[src/rtl/rv32i_mem_arbiter.sv]
// Shares one synchronous-read memory between instruction fetch (I) and load/store (D).
// D has priority; a saturating starvation counter hands I the next arbitration once it has been denied too long.
module rv32i_mem_arbiter #(
    parameter int ADDR_W       = 32,
    parameter int STARVE_LIMIT = 4
) (
    input  logic              clk,
    input  logic              reset,
    input  logic              i_valid,
    input  logic [ADDR_W-1:0] i_addr,
    output logic              i_ready,
    output logic              i_rsp_valid,
    output logic [31:0]       i_rsp_rdata,
    input  logic              d_valid,
    input  logic [ADDR_W-1:0] d_addr,
    input  logic              d_we,
    input  logic [3:0]        d_wstrb,
    input  logic [31:0]       d_wdata,
    output logic              d_ready,
    output logic              d_rsp_valid,
    output logic [31:0]       d_rsp_rdata,
    output logic              mem_en,
    output logic [3:0]        mem_wstrb,
    output logic [ADDR_W-1:0] mem_addr,
    output logic [31:0]       mem_wdata,
    input  logic [31:0]       mem_rdata
);

    localparam logic [3:0] LIMIT = 4'(STARVE_LIMIT);

    logic [3:0] starve_cnt_q, starve_cnt_d;
    logic       pend_i_q, pend_i_d;
    logic       pend_d_q, pend_d_d;
    logic       pend_st_q, pend_st_d;
    logic       force_i;
    logic       grant_d;
    logic       grant_i;

    assign force_i = (starve_cnt_q == LIMIT);

    // Grants are held off during reset so nothing reaches memory or gets a response.
    always_comb begin
        grant_d   = ~reset & d_valid & ~(force_i & i_valid);
        grant_i   = ~reset & i_valid & ~grant_d;
        mem_addr  = '0;
        mem_wdata = '0;
        mem_wstrb = '0;
        if (grant_d) begin
            mem_addr  = d_addr;
            mem_wdata = d_wdata;
            mem_wstrb = d_we ? d_wstrb : 4'b0000;
        end else if (grant_i) begin
            mem_addr = i_addr;
        end
    end

    assign d_ready = grant_d;
    assign i_ready = grant_i;
    assign mem_en  = grant_d | grant_i;

    always_comb begin
        starve_cnt_d = starve_cnt_q;
        if (grant_i || !i_valid) begin
            starve_cnt_d = '0;
        end else if (starve_cnt_q != LIMIT) begin
            starve_cnt_d = starve_cnt_q + 4'd1;
        end
        pend_i_d  = grant_i;
        pend_d_d  = grant_d;
        pend_st_d = grant_d & d_we;
    end

    always_ff @(posedge clk or posedge reset) begin
        if (reset) begin
            starve_cnt_q <= '0;
            pend_i_q     <= 1'b0;
            pend_d_q     <= 1'b0;
            pend_st_q    <= 1'b0;
        end else begin
            starve_cnt_q <= starve_cnt_d;
            pend_i_q     <= pend_i_d;
            pend_d_q     <= pend_d_d;
            pend_st_q    <= pend_st_d;
        end
    end

    // Store acknowledges carry zero data, not whatever the memory read back.
    assign i_rsp_valid = pend_i_q;
    assign i_rsp_rdata = pend_i_q ? mem_rdata : 32'h0;
    assign d_rsp_valid = pend_d_q;
    assign d_rsp_rdata = (pend_d_q & ~pend_st_q) ? mem_rdata : 32'h0;

endmodule

[config.mk]
export PLATFORM = sky130hd
export DESIGN_NAME = rv32i_mem_arbiter
export DESIGN_NICKNAME = d
export VERILOG_FILES = /design/src/rtl/rv32i_mem_arbiter.sv
export SDC_FILE = /design/constraint.sdc
export NUM_CORES = 1
export LEC_CHECK = 0
export ABC_AREA = 1
export CAP_MARGIN = 20
export CORE_AREA = 10 10 98 100
export CTS_CLUSTER_SIZE = 20
export DETAILED_ROUTE_END_ITERATION = 16
export DIE_AREA = 0 0 108 110
export MAX_ROUTING_LAYER = met4
export PLACE_DENSITY = 0.77
export SYNTH_ARGS = -nofsm -noshare
export SYNTH_HDL_FRONTEND = slang
export SYNTH_SLANG_ARGS = --single-unit
[constraint.sdc]
create_clock -name clk -period 2 [get_ports clk]
set_input_delay 0.2 -clock clk [delete_from_list [all_inputs] [get_ports clk]]
set_output_delay 0.2 -clock clk [all_outputs]
set_load 0.02 [all_outputs]
Yosys cells after proc, flatten, opt, wreduce, memory -nomap -nowiden
Cells that the tools add are included.
{ "word_totals": {"regBits": 7, "out_inout_bits": 137, "word_cells": 31} }
{ "op_classes": {"addsub": 1, "n_eq_ne": 2, "muxes": 9, "n_bitwise": 12, "n_reduce_logical": 3} }
{ "op_table": {"columns": ["operator", "n"], "rows": [
  ["$mux W32", 5],
  ["$mux W4", 4],
  ["$and A1 B1 Y1", 7],
  ["$add A4 B1 Y4 const B", 1],
  ["$eq A4 B3 Y1 const B", 1],
  ["$ne A4 B3 Y1 const B", 1],
  ["$not A1 Y1", 4],
  ["$reduce_bool A2 Y1", 1],
  ["$logic_not A1 Y1", 1],
  ["$logic_or A1 B1 Y1", 1],
  ["$or A1 B1 Y1", 1]
]} }

Depth between registers and ports, before layout
Gate-level depths: netlist (run 1).
{ "depth": {"ltp_word": 8, "ltp_mapped": 8} }

Least setup slack after synthesis (run 1)
Ideal clock, no wire load.
{ "synth_path": {"path_kind": "reg-to-output", "from": "reg starve_cnt_q[0]", "to": "out i_ready", "arrival_time_ps": 1435, "slack_ps": 365, "stages_incl_launch_ff": 8, "cell_sequence": "dfrtp_1 -> inv_1 -> ha_1 -> nand4_1 -> nand2_2 -> inv_2 -> buf_2 -> nor3_2"} }
{ "synth_between": {"elab_chain_cells": 6} }
{ "synth_rtl": {"columns": ["item", "line_no", "source"], "rows": [
  ["start, declared", "31", "logic [3:0] starve_cnt_q, starve_cnt_d;"],
  ["start signal, assigned", "80", "starve_cnt_q <= starve_cnt_d;"],
  ["$eq A4 B3 Y1", "39", "assign force_i = (starve_cnt_q == LIMIT);"],
  ["$and A1 B1 Y1", "43", "grant_d = ~reset & d_valid & ~(force_i & i_valid);"],
  ["$not A1 Y1", "43", null],
  ["$and A1 B1 Y1", "43", null],
  ["net d_ready", "19", "output logic d_ready,"],
  ["$not A1 Y1", "44", "grant_i = ~reset & i_valid & ~grant_d;"],
  ["$and A1 B1 Y1", "44", null],
  ["end, declared", "11", "output logic i_ready,"]
]} }
The timed path passes the listed nets, and every way through them passes these cells.

Worst setup path in the final report (run 1)
{ "layout_path": {"from": "reg starve_cnt_q[0]", "to": "out mem_wdata[2]"} }
{ "layout_between": {"elab_chain_cells": 5} }
{ "layout_rtl": {"columns": ["item", "line_no", "source"], "rows": [
  ["$eq A4 B3 Y1", "39", null],
  ["$and A1 B1 Y1", "43", null],
  ["$not A1 Y1", "43", null],
  ["$and A1 B1 Y1", "43", null],
  ["$mux W32", "48", "if (grant_d) begin"],
  ["end, declared", "25", "output logic [31:0] mem_wdata,"]
]} }
No other way between the ends.

==> run summary, run 1 <==
Total wire length: 11.2 mm
Worst EP arrival: 1.74 ns
Via-to-Cell Ratio: 4.11
Max Fclk: 0.515 GHz
Power per cell area: 283 mW/mm^2
Core Util, Final: 0.583
Post-synth top area cell: inv_1
Maxcap violations: 0
Synth cell count leaders: inv_1 (108), nand2_1 (107), nor2_1 (73)
Post-DR wirelength/cell: 15.0 um
Layout cells sized above 1: 0.142
Inserted Clock Buffers: 3
Top_reg_cell synth: dfrtp_1
Vias in the first global route: 2878
Max VDD drop: 0.162 mV
Hold-fix buffers, CTS: 0
Detailed placement HPWL: 9.98 mm
Count of pins over their slew limit: 0
Depth of the worst hold-timing path: 2
Total GRT Usage: 0.168
Multi-input logic area: 955 sq um
CP Cell Sequence: inv_1, ha_2, nand4_1, nand2_4, buf_6, nor2_1, dlygate4sd2_1
Syn Area/Cell: 4.47 sq um
H-tree Lvls: 1
Distinct cell type count after synthesis: 18
Via Count: 3060
Clk_skew: 0.00300 ns
Detailed Route Iter0 Violations: 57
Least-Margin Pin Slew: 0.331 ns
Initial antenna violation count: 0
CORE AREA: 0.00765 sq mm
First-pass GRT wire length: 15.3 mm
Status: finished, final reports clean
FILL cells: 731
Stages on worst setup path: 7
Cells after Synth: 360
Worst hold slack: 0.544 ns
Max-slew headroom: 0.779
Final period utilization: 0.972
Setup crit end kind: output pin
Origin of the worst min-delay path: starve_cnt_q[3]$_DFFE_PP0P_
Std-Cell Rows: 32
Top post-synthesis cells by area: inv_1 (25%), nand2_1 (25%), nor2_1 (17%)
Cell depth of the worst flop-to-flop path: 7
Ports: 274
Ant. Diodes: 0
GPL Wtd Cong: 0.847
Seq/Total Area, Yosys: 0.109
Most frequent cell after synthesis: inv_1
Port Buffers: 273
CP startpoint: starve_cnt_q[0]$_DFFE_PP0P_
Layout Nets: 782
R2R setup slack: 0.60 ns
Synthesis-to-layout area growth: 177%
Clk_lat worst skew: 0.22 ns
Post-synth EDFFs: 0
Residual overflow from global routing: 0
Final setup viols: 0
DRC Markers: 0
Initial core utilization: 0.211
RSZ-0062 raised after global routing: true
Post-route ant nets: 0
Clk sinks: 7
Kind of cell adding the most delay to the critical path: buffers and inverters
Clk buf depth: 2
Chip Width: 108 um
Hold Crit Class: reg2reg
Top-area cell type share of the netlist area: 0.252
Drt pass-1 iters: 4
LEAKAGE: 0.00260 uW
CP Launch Type: flop
Die Span Y: 110 um
Launching point of the worst reg2reg path: starve_cnt_q[0]$_DFFE_PP0P_
Synth Register Bits: 7
Crit Path Class: reg2out
Syn Std Cell Area: 0.00161 sq mm
Post-synthesis async set-or-reset flop share: 1.00
CP max stage delay: 0.37 ns
Critical path's slowest cell: dfrtp_1
Synth warnings: 0
CTS tree: yes
Sequential cell area: 175 sq um
Clk root buf: clkbuf_8
Hold Fails Final Rpt: 0
Die Area: 0.0119 sq mm
CP required: 1.80 ns
Buf+Inv Stages, Crit Path: 3
CP Max Fanout: 12
Clk pin slew, worst setup/hold paths: 0.04 ns
Mapped Nets: 499
Largest net degree at the start of global routing: 36
Tmin final: 1.94 ns
[final cells by class]
| type | instances | share of cell area |
|---|---|---|
| inverter | 109 | 0.0924 |
| timing repair buffer | 297 | 0.615 |
| tap | 102 | 0.0286 |
| sequential | 7 | 0.0393 |
| clock buffer | 4 | 0.0101 |
| multi-input combinational | 225 | 0.214 |
[tightest hold or removal path: cells and delay by family (launching register included)]
| family | cells | cell delay (ns) |
|---|---|---|
| flip-flops | 1 | 0.36 |
| XOR/XNOR | 1 | 0.07 |
| AND/OR/NAND/NOR | 1 | 0.07 |
[flip-flops by register name, indices dropped and copies added (netlist names)]
signal	flops
i_rsp_valid	1
pend_st_q	1
d_rsp_valid	1
starve_cnt_q	4
[final timing paths]
check,to
hold reg to reg,starve_cnt_q[3]$_DFFE_PP0P_
max in group asynchronous,starve_cnt_q[2]$_DFFE_PP0P_
setup reg to reg,i_rsp_valid$_DFF_PP0_
hold / removal,starve_cnt_q[3]$_DFFE_PP0P_
min in group asynchronous,starve_cnt_q[3]$_DFFE_PP0P_
setup / recovery,mem_wdata[2]
[layer usage]
layer | wire length, um | global-route usage | vias up | share of wire
met5 | 0 | - | - | 0
met4 | 111 | 0.0286 | 0 | 0.0099
met3 | 1070 | 0.0557 | 8 | 0.096
met2 | 5920 | 0.316 | 171 | 0.53
met1 | 4080 | 0.166 | 1312 | 0.37
li1 | - | - | 1569 | -
[where the power goes]
group          total (uW)  leakage [uW]  switching (uW)  internal, uW
registers             153     0.0000936            3.78           149
clock network         194     0.0000228            56.9           137
logic                 914       0.00249             429           485
total                1260       0.00260             490           772
[through the flow]
step                cells  power [uW]  setup slack, ns  cell area [sq um]  setup TNS (ns)
finish                744        1260           0.0565               4460               0
global route          744        1350          -0.0462               4460          -0.530
CTS                   742        1270          -0.0189               4590         -0.0225
detailed placement    738        1110           -0.274               4580          -11.56
global placement      738        1100           -0.239               4580          -10.69
floorplan             360         505            0.365               1610               0
[timing repair]
action,4_1_cts,5_1_grt
gates cloned,0,1
gates resized for setup,140,106
pin swaps,0,2
setup endpoints to repair,69,71
setup buffers,0,1
[kinds of logic (layout without fill, tap and decap cells)]
| family | after synthesis | count (layout) | share of synthesized area |
|---|---|---|---|
| flops | 7 | 7 | 0.109 |
| simple gates | 217 | 217 | 0.539 |
| compound gates | 5 | 5 | 0.0194 |
| xor+xnor | 1 | 1 | 0.00544 |
| buf+inv | 128 | 410 | 0.312 |
| fa+ha+maj | 2 | 2 | 0.0155 |
[layout by cell type, fill, tap and decap left out, types with 2 or more instances in the layout]
cell type        netlist  final
buf_6                  0      9
nor2_1                73     72
buf_2                 11     23
clkbuf_2               0     24
o21ai_0                2      2
clkdlybuf4s50_1        0    202
buf_12                 0      4
buf_4                  2     20
dlygate4sd2_1          0     12
dfrtp_1                7      7
nand2_1              107    105
clkbuf_8               0      3
nand3_1               34     34
nand2_2                1      2
inv_1                108    108
(Power assumes the default switching activity.)
==> run 2, diff against run 1 <==
--- a/config.mk
+++ b/config.mk
@@ -7,12 +7,14 @@
 export LEC_CHECK = 0
 export ABC_AREA = 1
 export CAP_MARGIN = 20
-export CORE_AREA = 10 10 98 100
+export CELL_PAD_IN_SITES_DETAIL_PLACEMENT = 1
+export CELL_PAD_IN_SITES_GLOBAL_PLACEMENT = 1
+export CORE_MARGIN = 10
+export CORE_UTILIZATION = 12
 export CTS_CLUSTER_SIZE = 20
 export DETAILED_ROUTE_END_ITERATION = 16
-export DIE_AREA = 0 0 108 110
 export MAX_ROUTING_LAYER = met4
-export PLACE_DENSITY = 0.77
+export PLACE_DENSITY = 0.86
 export SYNTH_ARGS = -nofsm -noshare
 export SYNTH_HDL_FRONTEND = slang
 export SYNTH_SLANG_ARGS = --single-unit
==> constraint.sdc (replaced) <==
create_clock -name clk -period 2.5 [get_ports clk]
set_input_delay 0.25 -clock clk [delete_from_list [all_inputs] [get_ports clk]]
set_output_delay 0.25 -clock clk [all_outputs]
set_load 0.02 [all_outputs]
==> run summary, run 2 (synthesis gave the netlist of run 1 again) <==
CP Max Fanout: 51
CTS tree: yes
Layout cells sized above 1: 0.0240
Count of pins over their slew limit: 0
Initial core utilization: 0.122
Port Buffers: 273
GPL Wtd Cong: 0.770
Least-Margin Pin Slew: 0.346 ns
Worst EP arrival: 2.12 ns
Hold Fails Final Rpt: 0
Total wire length: 12.4 mm
Detailed Route Iter0 Violations: 74
Initial antenna violation count: 0
Synthesis-to-layout area growth: 193%
Crit Path Class: reg2out
Status: finished, final reports clean
Reg with most FFs: starve_cnt_q
Clk_skew: 0.00227 ns
R2R setup slack: 1.06 ns
Largest net degree at the start of global routing: 52
Total GRT Usage: 0.121
Clk_lat worst skew: 0.24 ns
Inserted Clock Buffers: 3
Final period utilization: 0.947
CP Cell Sequence: inv_1, ha_1, nand4_1, nand2_2, buf_12, nor2_1, clkdlybuf4s50_1
Chip Width: 136 um
Pre-CTS setup slack: 0.0938 ns
LEAKAGE: 0.00317 uW
Hold-fix buffers, CTS: 0
Launching point of the worst reg2reg path: starve_cnt_q[0]$_DFFE_PP0P_
Via-to-Cell Ratio: 3.80
Clk root buf: clkbuf_16
Vias in the first global route: 3216
Final setup viols: 0
Detailed placement HPWL: 10.7 mm
First-pass GRT wire length: 17.2 mm
CP required: 2.25 ns
Ant. Diodes: 0
CP Launch Type: flop
CORE AREA: 0.0132 sq mm
Residual overflow from global routing: 0
Tmin final: 2.37 ns
Power per cell area: 239 mW/mm^2
Clk sinks: 7
H-tree Lvls: 1
Std-Cell Rows: 42
Commonest non-fill, non-tap cell in the layout: clkdlybuf4s50_1
CP max stage delay: 0.62 ns
Setup_tns: 0 ns
Max-slew headroom: 0.769
Setup crit end kind: output pin
Max Fclk: 0.422 GHz
Via Count: 3047
Hold Crit Class: in2async
Max VDD drop: 0.161 mV
Worst setup margin: 0.132 ns
CP startpoint: starve_cnt_q[0]$_DFFE_PP0P_
Post-DR wirelength/cell: 15.5 um
Core Util, Final: 0.358
DRC Markers: 0
Die Area: 0.0185 sq mm
Layout Nets: 765
Die Span Y: 136 um
Max reg flops: 4
Commonest cells after routing, fill and taps aside: clkdlybuf4s50_1 (204), inv_1 (108), nand2_1 (107)
Ports: 274
Critical path's slowest cell: clkdlybuf4s50_1
Clk buf depth: 2
Post-route ant nets: 0
Maxcap violations: 0
Clk pin slew, worst setup/hold paths: 0.04 ns
RSZ-0062 raised after global routing: false
Drt pass-1 iters: 4
run 2: cell types whose count changed in the layout (fill, tap and decap cells not counted), sizes merged:
cell	change
dlygate4sd2	+14
clkbuf	-26
clkdlybuf4s50	+2
clkdlybuf4s15	-1
buf	-49
dlymetal6s2s	+42
clkinv	+1
run 2: timing repair:
item,CTS,global route
resized for setup,26,43
buffers inserted,0,0
endpoints found under the setup margin,26,43
run 2: metal layers:
| layer | routed length, um | vias to the layer above | GRT usage |
|---|---|---|---|
| met2 | 6510 | 157 | 0.227 |
| met4 | 69 | 0 | 0.0126 |
| met5 | 0 | - | - |
| li1 | - | 1530 | - |
| met3 | 1040 | 7 | 0.0306 |
| met1 | 4770 | 1353 | 0.130 |
run 2: power breakdown:
group | switching [uW] | internal (uW)
clock network | 71.0 | 211
logic | 342 | 382
registers | 5.26 | 119
run 2: final timing paths:
kind / endpoint / cells past startpoint
setup / recovery: mem_wdata[18] / 7
hold / removal: i_rsp_valid$_DFF_PP0_ / 3
setup reg to reg: pend_st_q$_DFF_PP0_ / 6
hold reg to reg: starve_cnt_q[1]$_DFFE_PP0P_ / 2
max in group asynchronous: starve_cnt_q[2]$_DFFE_PP0P_ / 3
min in group clk: starve_cnt_q[1]$_DFFE_PP0P_ / 2
run 2: critical path: cells and delay by family, from the launching register on:
family / cells / cell delay, ns
AND/OR/NAND/NOR: 3 / 0.33
adder cells (fa/ha/maj): 1 / 0.23
buffers and inverters: 3 / 0.88
flip-flops: 1 / 0.42
run 2: final cells by class:
class,count,area (sq um)
tap,176,220
inverter,109,409
fill,1676,8470
timing repair buffer,280,2900
clock inverter,1,5.00
sequential,7,175
clock buffer,3,75.1
multi-input combinational,225,936
run 2: per-stage QoR:
| stage | cells | instance area, sq um | total power [uW] | hold WS, ns |
|---|---|---|---|---|
| 2_1_floorplan | 360 | 1610 | 404 | 0.0617 |
| 3_3_place_gp | 797 | 4560 | 875 | 0.529 |
| 3_5_place_dp | 797 | 4560 | 887 | 0.536 |
| 4_1_cts | 801 | 4610 | 1150 | 0.511 |
| 5_1_grt | 801 | 4720 | 1200 | 0.545 |
| 6_report | 801 | 4720 | 1130 | 0.500 |
==> run 3, diff against run 2 <==
--- a/config.mk
+++ b/config.mk
@@ -6,11 +6,12 @@
 export NUM_CORES = 1
 export LEC_CHECK = 0
 export ABC_AREA = 1
-export CAP_MARGIN = 20
+export CAP_MARGIN = 15
 export CELL_PAD_IN_SITES_DETAIL_PLACEMENT = 1
 export CELL_PAD_IN_SITES_GLOBAL_PLACEMENT = 1
 export CORE_MARGIN = 10
 export CORE_UTILIZATION = 12
+export CTS_CLUSTER_DIAMETER = 50
 export CTS_CLUSTER_SIZE = 20
 export DETAILED_ROUTE_END_ITERATION = 16
 export MAX_ROUTING_LAYER = met4
==> results of run 3 <==
The final DEF is identical to that of run 2; final timing and power are the same.
==> RTL edit, RTL diff (config.mk and constraints of run 1) <==
`ADDR_W`: 32 -> 48.
--- a/src/rtl/rv32i_mem_arbiter.sv
+++ b/src/rtl/rv32i_mem_arbiter.sv
@@ -3,3 +3,3 @@
 module rv32i_mem_arbiter #(
-    parameter int ADDR_W       = 32,
+    parameter int ADDR_W       = 48,
     parameter int STARVE_LIMIT = 4
Interface: changed (resized d_addr, i_addr and mem_addr); port bits go from 274 to 322. No check against the original RTL was run, so the function may have changed too.
==> RTL edit against run 1 <==
- the run now ends with setup timing left
- clock skew increased by 1.5 ps
- design area rose by 32%
- sequential cell count is the same
- routed wire length is 53% higher
- setup slack got worse by 200 ps
- power grew 31%
- area after synthesis up 15%
- clock power up 9%
- via count up 24%
- sequential share of layout area shrank 0.95 points
- utilization increased by 19 points
- register-to-register slack got worse by 600 ps
- largest cell class unchanged
- largest power group unchanged
==> RTL edit: results <==
[drt]
wl_met3_um = 1610
vias = 3783
wl_met1_um = 5850
wl_um = 17100

[global_route]
met3_usage_pct = 6.21
use_met2_pct = 46.2
grt_pass1_vias = 3547
grtUsageTotal_pct = 24.6

[worst_setup_path]
crit_fanout = 6
crit_family = "simple AND/OR/NAND/NOR gates"
cp.arrival_ps = 1940

[outcome]
status = "complete, but fails checks"
violations = "setup timing"

[sta]
fin_ws_ps = -140
tightestPinTransition_ps = 337
setup_viol = 86
fin_skew_ps = 4.51

[logic_synthesis]
syn_avg_cell_area_um2 = 4.49
synth_nets = 585
yosys-top-cells-area = "nand2_1, inv_1, nor2_1, nand3_1, dfrtp_1"

[placement]
gp_congestion = 0.901
pre_cts_ws_ps = -293

[power_and_ir_drop]
p_leak_nw = 3.20
peakVddDrop_uv = 200

[cells_and_area]
nNetsFinal = 932
-- RTL edit: cell types whose count changed in the layout (fill, tap and decap cells not counted), moves of 6 or more --
cell             delta
buf_6              +43
clkdlybuf4s50_1    +32
clkbuf_2           -22
nand2_2            +19
buf_4              +16
nand3_2            +16
nand2_1            +13
dlygate4sd2_1      -12
buf_12              +6
-- RTL edit: path summary, 6_finish.rpt --
check	cells after the start	end
worst max-delay path	9	mem_addr[20]
max in group asynchronous	4	i_rsp_valid
min in group clk	3	starve_cnt_q[3]
worst max register to register	13	starve_cnt_q[1]
worst min-delay path	4	pend_st_q
worst min register to register	3	starve_cnt_q[3]
-- RTL edit: layout make-up --
| class | count | area, µm² |
|---|---|---|
| clock buffers | 4 | 45.0 |
| flip-flops and latches | 7 | 175 |
| repair buffers | 367 | 3780 |
| multi-input cells | 273 | 1330 |
| fillers | 579 | 1770 |
| inverters | 109 | 417 |
| well taps | 102 | 128 |
-- RTL edit: power breakdown --
| group | switching (mW) | leakage (nW) | internal (mW) |
|---|---|---|---|
| combinational | 0.585 | 3.08 | 0.706 |
| clock | 0.0728 | 0.0228 | 0.139 |
| sequential | 0.00402 | 0.0936 | 0.149 |
-- RTL edit: what timing repair did --
action,CTS,global route
pin swaps,1,28
gates resized for setup,305,190
endpoints found under the setup margin,83,87
buffers inserted,12,10
gates cloned,3,7
-- RTL edit: logic make-up (layout without fill, tap and decap cells) --
kind of cell / after synthesis / after routing / synth area share (%)
xor gates and xnor gates: 1 / 1 / 0.471
buffers and inverters: 134 / 480 / 29.7
AOI/OAI and AO/OA: 5 / 5 / 1.68
DFF: 7 / 7 / 9.42
and+or+nand+nor: 265 / 265 / 57.3
adders and majority gates: 2 / 2 / 1.35
